==> config.mk <==
export PLATFORM = sky130hd
export DESIGN_NAME = pixel_imagenes_flat
export DESIGN_NICKNAME = d
export VERILOG_FILES = /design/src/rtl/pixel_imagenes_if.sv /design/src/rtl/pixel_imagenes.sv /design/src/flat_wrapper.sv
export SDC_FILE = /design/constraint.sdc
export NUM_CORES = 1
export LEC_CHECK = 0
export ABC_AREA = 1
export BUFFER_PORTS_ARGS = -buffer_cell sky130_fd_sc_hd__buf_4
export CORE_MARGIN = 2
export CORE_UTILIZATION = 50
export CTS_CLUSTER_DIAMETER = 50
export CTS_CLUSTER_SIZE = 25
export DETAILED_ROUTE_END_ITERATION = 12
export PLACE_DENSITY = 0.78
export SETUP_SLACK_MARGIN = 0.15
export SYNTH_ARGS = -nofsm -noshare
export SYNTH_HDL_FRONTEND = slang
export SYNTH_SLANG_ARGS = --single-unit
==> constraint.sdc <==
create_clock -name reloj -period 2.2 [get_ports reloj]
set_clock_uncertainty 0.2 [all_clocks]
set_input_delay 0.66 -clock reloj [delete_from_list [all_inputs] [get_ports reloj]]
set_output_delay 0.66 -clock reloj [all_outputs]
set_load 0.01 [all_outputs]
==> src/rtl/pixel_imagenes_if.sv <==
// Pixel-stream bundle between the image-position stage, the image ROM and the video output.
// The slave side is the pixel_imagenes block; the master side drives pixels and the ROM row.
interface pixel_imagenes_if;
    logic [8:0]  DIR_IM;
    logic [4:0]  px_col;
    logic        video_on;
    logic        hsync_in;
    logic        vsync_in;
    logic [11:0] rgb_fondo;
    logic        blink_en;
    logic [8:0]  rom_addr;
    logic [31:0] rom_data;
    logic [11:0] rgb;
    logic        hsync_out;
    logic        vsync_out;

    modport slave (
        input  DIR_IM, px_col, video_on, hsync_in, vsync_in, rgb_fondo, blink_en, rom_data,
        output rom_addr, rgb, hsync_out, vsync_out
    );

    modport master (
        output DIR_IM, px_col, video_on, hsync_in, vsync_in, rgb_fondo, blink_en, rom_data,
        input  rom_addr, rgb, hsync_out, vsync_out
    );
endinterface

==> src/rtl/pixel_imagenes.sv <==
// Serialises 32x32 1-bpp image rows into palette pixels over the text-layer background.
// Latency 3 cycles for rgb and syncs; no backpressure, one pixel accepted every clock.
module pixel_imagenes #(
    parameter logic [11:0] COL_CAL      = 12'hF80,
    parameter logic [11:0] COL_CRONO    = 12'h0F8,
    parameter logic [11:0] COL_HORA     = 12'h8F0,
    parameter logic [11:0] COL_AVATAR   = 12'hFF0,
    parameter logic [11:0] COL_AMPM     = 12'hFFF,
    parameter int unsigned BLINK_FRAMES = 30
) (
    input  logic             reloj,
    input  logic             resetM,
    pixel_imagenes_if.slave  px
);

    typedef enum logic {VISIBLE = 1'b0, HIDDEN = 1'b1} blink_state_t;

    localparam logic [7:0] CNT_LAST = 8'(BLINK_FRAMES - 1);

    logic [3:0]   idx_d1;
    logic [4:0]   col_d1, col_d2;
    logic         von_d1, von_d2;
    logic [11:0]  fondo_d1, fondo_d2;
    logic         hs_d1, hs_d2, vs_d1, vs_d2;
    logic         ben_d1, ben_d2;
    logic         vs_prev;
    logic [7:0]   cnt_q, cnt_d;
    blink_state_t state_q, state_d;

    logic         frame_tick;
    logic [4:0]   bit_sel;
    logic         pix_bit;
    logic         ampm;
    logic         opaque;
    logic [11:0]  palette;
    logic [11:0]  rgb_d;

    assign px.rom_addr = px.DIR_IM;

    always_ff @(posedge reloj or negedge resetM) begin
        if (!resetM) begin
            idx_d1       <= '0;
            col_d1       <= '0;
            col_d2       <= '0;
            von_d1       <= 1'b0;
            von_d2       <= 1'b0;
            fondo_d1     <= '0;
            fondo_d2     <= '0;
            hs_d1        <= 1'b1;
            hs_d2        <= 1'b1;
            vs_d1        <= 1'b1;
            vs_d2        <= 1'b1;
            ben_d1       <= 1'b0;
            ben_d2       <= 1'b0;
            px.rgb       <= '0;
            px.hsync_out <= 1'b1;
            px.vsync_out <= 1'b1;
        end else begin
            idx_d1       <= px.DIR_IM[8:5];
            col_d1       <= px.px_col;
            col_d2       <= col_d1;
            von_d1       <= px.video_on;
            von_d2       <= von_d1;
            fondo_d1     <= px.rgb_fondo;
            fondo_d2     <= fondo_d1;
            hs_d1        <= px.hsync_in;
            hs_d2        <= hs_d1;
            vs_d1        <= px.vsync_in;
            vs_d2        <= vs_d1;
            ben_d1       <= px.blink_en;
            ben_d2       <= ben_d1;
            px.rgb       <= rgb_d;
            px.hsync_out <= hs_d2;
            px.vsync_out <= vs_d2;
        end
    end

    // Column 0 is the leftmost pixel, held in bit 31 of the ROM row.
    assign bit_sel = ~col_d2;
    assign pix_bit = px.rom_data[bit_sel];
    assign ampm    = (idx_d1 == 4'd5) || (idx_d1 == 4'd6);

    always_comb begin
        palette = '0;
        case (idx_d1)
            4'd1:       palette = COL_CAL;
            4'd2:       palette = COL_CRONO;
            4'd3:       palette = COL_HORA;
            4'd4:       palette = COL_AVATAR;
            4'd5, 4'd6: palette = COL_AMPM;
            default:    palette = '0;
        endcase
    end

    always_comb begin
        opaque = (idx_d1 >= 4'd1) && (idx_d1 <= 4'd6) && pix_bit
                 && !(ampm && ben_d2 && (state_q == HIDDEN));
        rgb_d  = '0;
        if (!von_d2)
            rgb_d = '0;
        else if (opaque)
            rgb_d = palette;
        else
            rgb_d = fondo_d2;
    end

    // Frame tick: falling edge of vsync seen against its own previous sample.
    assign frame_tick = vs_prev && !px.vsync_in;

    always_ff @(posedge reloj or negedge resetM) begin
        if (!resetM) begin
            vs_prev <= 1'b1;
            cnt_q   <= '0;
            state_q <= VISIBLE;
        end else begin
            vs_prev <= px.vsync_in;
            cnt_q   <= cnt_d;
            state_q <= state_d;
        end
    end

    always_comb begin
        cnt_d   = cnt_q;
        state_d = state_q;
        if (!px.blink_en) begin
            cnt_d   = '0;
            state_d = VISIBLE;
        end else if (frame_tick) begin
            if (cnt_q == CNT_LAST) begin
                cnt_d   = '0;
                state_d = (state_q == VISIBLE) ? HIDDEN : VISIBLE;
            end else begin
                cnt_d = cnt_q + 8'd1;
            end
        end
    end

endmodule

==> src/flat_wrapper.sv <==
// flat-port wrapper written by rule: the top's interface ports become plain ports
module pixel_imagenes_flat 
#(
    parameter logic [11:0] COL_CAL      = 12'hF80,
    parameter logic [11:0] COL_CRONO    = 12'h0F8,
    parameter logic [11:0] COL_HORA     = 12'h8F0,
    parameter logic [11:0] COL_AVATAR   = 12'hFF0,
    parameter logic [11:0] COL_AMPM     = 12'hFFF,
    parameter int unsigned BLINK_FRAMES = 30
)
  (reloj, resetM, px_DIR_IM, px_px_col, px_video_on, px_hsync_in, px_vsync_in, px_rgb_fondo, px_blink_en, px_rom_data, px_rom_addr, px_rgb, px_hsync_out, px_vsync_out);
  pixel_imagenes_if px_i ();
  input  logic reloj;
  input  logic resetM;
  input wire logic [$bits(px_i.DIR_IM)-1:0] px_DIR_IM;
  input wire logic [$bits(px_i.px_col)-1:0] px_px_col;
  input wire logic [$bits(px_i.video_on)-1:0] px_video_on;
  input wire logic [$bits(px_i.hsync_in)-1:0] px_hsync_in;
  input wire logic [$bits(px_i.vsync_in)-1:0] px_vsync_in;
  input wire logic [$bits(px_i.rgb_fondo)-1:0] px_rgb_fondo;
  input wire logic [$bits(px_i.blink_en)-1:0] px_blink_en;
  input wire logic [$bits(px_i.rom_data)-1:0] px_rom_data;
  output wire logic [$bits(px_i.rom_addr)-1:0] px_rom_addr;
  output wire logic [$bits(px_i.rgb)-1:0] px_rgb;
  output wire logic [$bits(px_i.hsync_out)-1:0] px_hsync_out;
  output wire logic [$bits(px_i.vsync_out)-1:0] px_vsync_out;
  assign px_i.DIR_IM = px_DIR_IM;
  assign px_i.px_col = px_px_col;
  assign px_i.video_on = px_video_on;
  assign px_i.hsync_in = px_hsync_in;
  assign px_i.vsync_in = px_vsync_in;
  assign px_i.rgb_fondo = px_rgb_fondo;
  assign px_i.blink_en = px_blink_en;
  assign px_i.rom_data = px_rom_data;
  assign px_rom_addr = px_i.rom_addr;
  assign px_rgb = px_i.rgb;
  assign px_hsync_out = px_i.hsync_out;
  assign px_vsync_out = px_i.vsync_out;
  pixel_imagenes #(.COL_CAL(COL_CAL), .COL_CRONO(COL_CRONO), .COL_HORA(COL_HORA), .COL_AVATAR(COL_AVATAR), .COL_AMPM(COL_AMPM), .BLINK_FRAMES(BLINK_FRAMES)) u_core (.reloj(reloj), .resetM(resetM), .px(px_i));
endmodule
# After elaboration in Yosys (flattened, before gate mapping)

Index checks and enable logic that the tools add are counted.

Add/subtract/negate cells: 1
$lt $le $gt $ge: 3
Equality and inequality tests: 9
Mux-type cells: 12
Bitwise gates (word level): 1
Reductions and logical operators: 11

Operator list:

| kind                                                               | count |
|---|---|
| one-hot mux 12 bit (5 select lines)                                | 1 |
| 2-to-1 mux 12 bit                                                  | 2 |
| 2-to-1 mux 8 bit                                                   | 3 |
| == test 4 x 3 -> 1 bit (second input constant)                     | 3 |
| adder 8 x 1 -> 8 bit (second input constant)                       | 1 |
| == test 4 x 2 -> 1 bit (second input constant)                     | 2 |
| == test 8 x 5 -> 1 bit (second input constant)                     | 1 |
| logical AND 1 bit                                                  | 6 |
| less-than comparator 5 x 6 -> 1 bit (second input constant)        | 1 |
| binary-select mux 1 bit (select 5 bit)                             | 1 |
| 2-to-1 mux 1 bit                                                   | 5 |
| inverter 5 bit                                                     | 1 |
| == test 4 x 1 -> 1 bit (second input constant)                     | 1 |
| greater-or-equal comparator 4 x 1 -> 1 bit (second input constant) | 1 |
| less-or-equal comparator 4 x 3 -> 1 bit (second input constant)    | 1 |
| inequality test 2 x 1 -> 1 bit (second input constant)             | 2 |
| logical NOT 1 bit                                                  | 2 |
| AND reduction 2 bit                                                | 1 |
| OR reduction 2 bit                                                 | 1 |
| logical OR 1 bit                                                   | 1 |

Bits in registers: 69
Output and inout port bits: 23

# Longest topological paths before layout

Gate-level depths: netlist (run 1).

Depth in word-level cells: 8
Gate-level depth with buffers: 14
Gate-level depth less buffers: 11

# Least setup slack after synthesis (run 1)

OpenSTA, ideal clock, no wires.

Kind: in2reg
Start: input px_rom_data[22]
End: register u_core.px.rgb[3]
Data arrival time: 1450 ps
Data required time: 1883 ps
Path slack: 433 ps
Stages: 11
Path buffers: 1
Cells stage by stage: inv_1 nand2_1 nand3_1 nand3_1 nand3_1 nand3_2 nand3_4 buf_6 nand2_2 nand2_1 nor2_1

Cells in the longest elaborated chain, start to end: 6

Ends and longest elaborated chain:

| what                                   | line                    | RTL |
|---|---|---|
| start, declared                        | flat_wrapper.sv:22      | `input wire logic [$bits(px_i.rom_data)-1:0] px_rom_data;` |
| binary-select mux 1 bit (select 5 bit) | pixel_imagenes.sv:80    | `assign pix_bit = px.rom_data[bit_sel];` |
| 2-to-1 mux 1 bit (implied by the code) | pixel_imagenes.sv:80    |  |
| logical AND 1 bit                      | pixel_imagenes.sv:96    | `opaque = (idx_d1 >= 4'd1) && (idx_d1 <= 4'd6) && pix_bit` |
| logical AND 1 bit                      | pixel_imagenes.sv:97    | `&& !(ampm && ben_d2 && (state_q == HIDDEN));` |
| 2-to-1 mux 12 bit                      | pixel_imagenes.sv:101   | `else if (opaque)` |
| 2-to-1 mux 12 bit                      | pixel_imagenes.sv:99    | `if (!von_d2)` |
| named net u_core.rgb_d[3]              | pixel_imagenes.sv:36    | `logic [11:0] rgb_d;` |
| end signal, assigned                   | pixel_imagenes.sv:72    | `px.rgb <= rgb_d;` |
| end, declared                          | pixel_imagenes_if.sv:19 | `output rom_addr, rgb, hsync_out, vsync_out` |

The timed path passes the listed nets, and every way through them passes these cells. The select of a mux whose other input is x is not followed.
A chain may end at the register's enable or synchronous reset.

# Final worst setup path (run 1)

Start: register u_core.col_d2[0]
End: register u_core.px.rgb[0]

Cells in the longest elaborated chain, start to end: 7

Ends and longest elaborated chain:

| what                                   | line                  | RTL |
|---|---|---|
| start, declared                        | pixel_imagenes.sv:21  | `logic [4:0] col_d1, col_d2;` |
| start signal, assigned                 | pixel_imagenes.sv:61  | `col_d2 <= col_d1;` |
| inverter 5 bit                         | pixel_imagenes.sv:79  | `assign bit_sel = ~col_d2;` |
| binary-select mux 1 bit (select 5 bit) | pixel_imagenes.sv:80  |  |
| 2-to-1 mux 1 bit (implied by the code) | pixel_imagenes.sv:80  |  |
| logical AND 1 bit                      | pixel_imagenes.sv:96  |  |
| logical AND 1 bit                      | pixel_imagenes.sv:97  |  |
| 2-to-1 mux 12 bit                      | pixel_imagenes.sv:101 |  |
| 2-to-1 mux 12 bit                      | pixel_imagenes.sv:99  |  |
| named net u_core.rgb_d[0]              | pixel_imagenes.sv:36  |  |

The timed path passes the listed nets, and every way through them passes these cells. The select of a mux whose other input is x is not followed.

==> results of run 1 <==
Yosys cell counts:
| cell type | n | area (um^2) |
|---|---|---|
| buf_6 | 4 | 45.04 |
| a21boi_1 | 1 | 7.510 |
| inv_2 | 1 | 3.750 |
| and3_1 | 1 | 6.260 |
| xor2_1 | 2 | 17.52 |
| a21oi_2 | 1 | 8.760 |
| nor3_1 | 1 | 5.000 |
| nand2_1 | 77 | 289.0 |
| nand4_1 | 3 | 18.77 |
| inv_4 | 1 | 6.260 |
| o31ai_1 | 1 | 7.510 |
| a21oi_1 | 2 | 10.01 |
| inv_1 | 48 | 180.2 |
| nand2_2 | 7 | 43.79 |
| nor2_1 | 28 | 105.1 |
| nand3_1 | 20 | 100.1 |
| nand3_2 | 2 | 20.02 |
| xnor2_1 | 2 | 17.52 |
| o21ai_0 | 6 | 30.03 |
| a221oi_1 | 1 | 8.760 |
| o22ai_1 | 1 | 6.260 |
| buf_2 | 1 | 5.000 |
| dfstp_2 | 6 | 157.7 |
| ha_1 | 2 | 25.02 |
| o21ai_1 | 2 | 10.01 |
| dfrtp_1 | 63 | 1577 |
| buf_4 | 9 | 67.56 |
| nand3_4 | 1 | 17.52 |
layout make-up:
cell class / instances / area share
clock inverter: 4 / 0.008362
sequential: 69 / 0.4829
tap: 72 / 0.02509
multi-input combinational: 162 / 0.2181
timing repair buffer: 78 / 0.1666
clock buffer: 12 / 0.04599
inverter: 50 / 0.05296
layer usage:
| layer | part of all wire | vias to the layer above |
|---|---|---|
| met4 | 0.017 | 0 |
| met2 | 0.47 | 71 |
| met1 | 0.43 | 893 |
| li1 | - | 1035 |
| met3 | 0.086 | 7 |
| met5 | 0 | - |
worst max path at each step:
stage | from | end | slack (ns) | cells after the start
floorplan | px_rom_data[22] | u_core.px.rgb[3] | 0.43 | 11
finish | u_core.col_d2[0] | u_core.px.rgb[0] | 0.33 | 11
detailed placement | px_vsync_in | u_core.cnt_q[4] | 0.21 | 7
global placement | px_rom_data[22] | u_core.px.rgb[4] | 0.25 | 11
CTS | u_core.idx_d1[3] | u_core.px.rgb[11] | 0.28 | 11
global route | u_core.col_d2[0] | u_core.px.rgb[0] | 0.18 | 11
flip-flops by register name, summed over array words and instances (netlist names):
register             cells
u_core.ben_d1            1
u_core.ben_d2            1
u_core.cnt_q             8
u_core.col_d1            5
u_core.col_d2            5
u_core.fondo_d1         12
u_core.fondo_d2         12
u_core.hs_d1             1
u_core.hs_d2             1
u_core.idx_d1            4
u_core.px.hsync_out      1
u_core.px.rgb           12
u_core.px.vsync_out      1
u_core.state_q           1
u_core.von_d1            1
u_core.von_d2            1
u_core.vs_d1             1
u_core.vs_d2             1
stage by stage:
stage | area, um^2 | hold WS (ns)
final | 3591 | 0.05357
after global routing | 3591 | 0.06570
after CTS | 3562 | 0.04423
after detailed placement | 3367 | 0.1347
after global placement | 3367 | 0.1329
after floorplan | 2796 | 0.1312
timing repair:
item / in CTS / in global routing
hold buffers: 0 / 0
setup endpoints to repair: 0 / 12
resized for setup: 0 / 4
worst max-delay path: stages, from the launching register on:
cell and delay [ns]:
dfrtp_1 0.42, buf_4 0.20, nor2_1 0.12, nor2_1 0.05, o21ai_1 0.07, nand3_1 0.08
nand3_1 0.09, nand3_2 0.17, nand3_4 0.19, nand2_1 0.08, inv_1 0.06, nor2_1 0.04
logic make-up (layout without fill, tap and decap cells):
| kind of cell | count (synthesis) | in the layout | share of synthesized area |
|---|---|---|---|
| and+or+nand+nor | 140 | 141 | 0.2166 |
| AOI/OAI and AO/OA | 15 | 15 | 0.03177 |
| buffers and inverters | 64 | 144 | 0.1101 |
| DFF | 69 | 69 | 0.6201 |
| adders and majority gates | 2 | 2 | 0.008947 |
| xor gates and xnor gates | 4 | 4 | 0.01253 |
power by group:
group | internal, uW | switching [uW] | leakage, uW
Clock | 505 | 449 | 0.0000990
Sequential | 1340 | 31.4 | 0.000830
Combinational | 153 | 162 | 0.00101
Total | 2000 | 642 | 0.00194
placed cells by master (no fill, tap or decap), types with 2 or more instances in the layout:
| master | n |
|---|---|
| inv_1 | 47 |
| nor2_1 | 28 |
| nand3_2 | 2 |
| o21ai_1 | 2 |
| xor2_1 | 2 |
| clkbuf_8 | 12 |
| nand3_1 | 20 |
| nand4_1 | 3 |
| nand3_4 | 2 |
| ha_1 | 2 |
| nand2_2 | 7 |
| nand2_1 | 77 |
| dfrtp_1 | 63 |
| inv_2 | 2 |
| o21ai_0 | 6 |
| dfstp_2 | 6 |
| xnor2_1 | 2 |
| buf_4 | 77 |
==> metrics.txt, run 1 <==
status completed; Reg2Reg Depth 11; final cell utilization of the core 0.6602; wire per inst between 10 and 15 um; Critical Path Start Type register; clock transition at the registers of the reported paths ~0.08 ns; top achievable clock speed about 0.53 GHz; Crit Reg-Reg Endpoint u_core.px.rgb[0]; RSZ-0062 raised after global routing false; Tcrit/Tclk final 0.8521; fin nets 436; r2r setup slk 0.33 ns; Pleak a little under 0.002 uW; Fillers approximately 430; met1 Use GR 0.2131; met3 usage 0.06591; cells after synthesis between 200 and 300; Final Hold Fails 0; Routed WL slightly above 5000 um; clock latency on the worst-skew pair 0.34 ns; Via density 4.488; CTS tree done; sequential cell area fraction in the yosys report 0.6201; Die ar. approximately 6200 um^2; residual DRC count 0; type of the worst min-delay path primary input to async pin; layout cell share with drive strength beyond 1 0.3093; Final Max Tran Viols 0; # rows 27; Num CTS Buffers 9; drt pass-1 iters 4; vias in the first global route roughly 2000; Mapped Avg Cell Area approximately 9.5 um^2; Crit Path Class register to register; worst ir drop on vdd 596.9 uV; clock sinks 69; Max Buffers Root-to-Sink 2; dpl cells 430; DP Wirelength 3646 um; Worst Tran Pin Value ~0.42 ns; setup TNS 0 ns; Tot GR Track Use 0.1778; CTS root buffer clkbuf_8; Final setup violation count 0; met2 usage 0.2838; PwrDens between 700 and 800 nW/um^2; antenna violations before repair 0; gpl congestion between 0.7 and 0.8; Net Count, Synth 360; first-pass GRT wire length 8355 um; Die Y-Extent 78.79 um; CP arrival ~1.9 ns; Post-Place Worst Slack ~0.21 ns; number of synthesized register bits between 60 and 70; pin count of the biggest net entering global routing 37; ANT cells 0; vias around 2000; WP data required roughly 2.2 ns; I/O pins 87; Reg area 1734 um^2; busiest grt layer met2; number of max-cap violations 0; global route overflow 0; minimum clock period ~1.9 ns; relative slew slack 0.7225; RR Startpoint u_core.col_d2[0]; H-tree depth 3; power consumption roughly 2600 uW; final worst setup slack ~0.33 ns; CP endpoint kind register; Multi-input gate area a little under 800 um^2; Yosys cell types 28; synthesized area roughly 2800 um^2; Crit Path Max Fanout 15; Post-Layout Cell Count 447; 1st-iter DRT viols 45; Area Overhead vs Synth 28.41%; Post-CTS Setup Repair Bufs 0; Die Width between 70 and 80 um; initial cell density of the core 0.5141; Port Buffer Count 76; antenna-violating nets left 0; Core Region ~5400 um^2; Ys Warns 0
Power figures use the tool's default switching activity.
==> run 2, diff against run 1 <==
--- a/config.mk
+++ b/config.mk
@@ -12,7 +12,7 @@
 export CTS_CLUSTER_DIAMETER = 50
 export CTS_CLUSTER_SIZE = 25
 export DETAILED_ROUTE_END_ITERATION = 12
-export PLACE_DENSITY = 0.78
+export PLACE_DENSITY = 0.81
 export SETUP_SLACK_MARGIN = 0.15
 export SYNTH_ARGS = -nofsm -noshare
 export SYNTH_HDL_FRONTEND = slang
==> metrics.txt, run 2 (synthesis results as in run 1) <==
CTS Hold Bufs 0; Die ar. roughly 6200 um^2; dpl cells approximately 430; Via density 4.676; slowest stage cell, crit path dfrtp_2; wire per inst between 10 and 15 um; WP buf/inv 2; clock sinks 69; number of max-cap violations 0; PwrDens roughly 800 nW/um^2; worst ir drop on vdd 648.5 uV; worst stage delay on the critical path between 0.4 and 0.5 ns; residual DRC count 0; logic gate share of total power 0.108; global route overflow 0; Routed WL between 5000 and 6000 um; Num CTS Buffers 9; gpl congestion 0.9040; initial cell density of the core 0.5141; most common cell after layout, fill and taps aside buf_4; Die Width approximately 79 um; CTS root buffer clkbuf_8; CP arrival around 1.9 ns; switching pwr 644.8 uW; Tcrit/Tclk final 0.8319; clock share of power 0.423; most frequent CP cell nor2_1; Pleak 0.001964 uW; H-tree depth 3; Max Buffers Root-to-Sink 2; most frequent cells in the layout 78 x buf_4, 77 x nand2_1, 62 x dfrtp_1, 48 x inv_1, 28 x nor2_1; Seq pwr share 0.469; Area Overhead vs Synth 30.47%; Worst Tran Pin Value about 0.43 ns; relative slew slack 0.7132; # rows 27; CTS tree done; Final Max Tran Viols 0; CP endpoint kind register; I/O pins 87; Final setup violation count 0; Sw Ratio 0.2202; largest registers u_core.fondo_d1 (12), u_core.fondo_d2 (12), u_core.px.rgb (12); Crit Path Class register to register; ANT cells 0; Final Hold Fails 0; Post-Layout Cell Count 448; final cell utilization of the core 0.6708; Tot GR Track Use 0.1830; vias in the first global route between 2000 and 2500; setup TNS 0 ns; Core Region around 5400 um^2; Internal about 2300 uW; drt pass-1 iters 4; Fillers around 430; pin count of the biggest net entering global routing 35; top achievable clock speed roughly 0.55 GHz; delay-heaviest family, CP simple AND/OR/NAND/NOR gates; layout cell share with drive strength beyond 1 0.3059; first-pass GRT wire length between 8000 and 9000 um; Crit Path Max Fanout 14; WP data required around 2.2 ns; fin nets ~440; Min Hold Slack about 0.056 ns; antenna-violating nets left 0; clock latency on the worst-skew pair approximately 0.33 ns; Port Buffer Count 76; worst path cell trace buf_4 > nor2_1 > nor2_1 > o21ai_1 > nand3_1 > nand3_1 > nand3_2 > nand3_4 > nand2_2 > inv_1 > nor2_1; vias between 2000 and 2500; power consumption around 3000 uW; RSZ-0062 raised after global routing false; Die Y-Extent between 70 and 80 um; DP Wirelength 3883 um; minimum clock period approximately 1.8 ns; Post-CTS Setup Repair Bufs 0; antenna violations before repair 0; type of the worst min-delay path primary input to async pin; clock transition at the registers of the reported paths ~0.07 ns; 1st-iter DRT viols 77; status completed; Critical Path Start Type register
-- run 2: cell count changes in the layout (fill, tap and decap cells not counted), sizes merged --
cell    delta
clkbuf     -1
clkinv     -2
buf        +1
bufinv     +3
-- run 2: worst register-to-register path: stages (launching register included) --
cell and delay, ns:
dfrtp_2 0.44, buf_4 0.19, nor2_1 0.11, nor2_1 0.05
o21ai_1 0.07, nand3_1 0.08, nand3_1 0.09, nand3_2 0.16
nand3_4 0.17, nand2_2 0.06, inv_1 0.06, nor2_1 0.04
-- run 2: path summary, 6_finish.rpt --
check,start,endpoint,slack (ns),depth (start not counted)
worst min register to register,u_core.col_d1[0],u_core.col_d2[0],0.15,0
worst max register to register,u_core.col_d2[0],u_core.px.rgb[8],0.37,11
max in group asynchronous,resetM,u_core.idx_d1[1],1.22,2
worst max-delay path,u_core.col_d2[0],u_core.px.rgb[8],0.37,11
worst min-delay path,resetM,u_core.px.rgb[8],0.06,1
min in group reloj,u_core.col_d1[0],u_core.col_d2[0],0.15,0
-- run 2: repair_timing --
action / 4_1_cts / 5_1_grt
resized for setup: 0 / 3
setup endpoints to repair: 0 / 11
hold endpoints to repair: 0 / 0
-- run 2: per-layer routing --
metal	vias to the layer above	share of wire	wire length [um]	global-route usage
met5	-	0	0	0
met4	0	0.018	93	0.1088
met3	9	0.070	368	0.05568
met2	69	0.50	2609	0.3077
met1	985	0.42	2179	0.2053
li1	1032	-	-	-
-- run 2: power groups by stage --
stage                     Clock (uW)  Combinational (uW)  Sequential, uW
after detailed placement           0                 313            1400
after floorplan                    0                 153            1400
final                           1240                 317            1370
after global placement             0                 303            1390
after global routing            1330                 358            1380
after CTS                       1260                 315            1370
-- run 2: layout make-up --
type / instances / area, um^2 / share of cell area
sequential: 69 / 1735 / 0.4757
multi-input combinational: 162 / 779.5 / 0.2136
inverter: 50 / 190.2 / 0.05213
clock inverter: 5 / 106.4 / 0.02915
clock buffer: 11 / 141.4 / 0.03875
tap: 72 / 90.09 / 0.02469
timing repair buffer: 79 / 605.6 / 0.1660
-- run 2: stage by stage --
| step | setup WS [ns] | area (um^2) |
|---|---|---|
| floorplan | 0.4329 | 2796 |
| global placement | 0.2563 | 3374 |
| detailed placement | 0.2219 | 3374 |
| CTS | 0.3073 | 3622 |
| global route | 0.2093 | 3649 |
| finish | 0.3699 | 3649 |
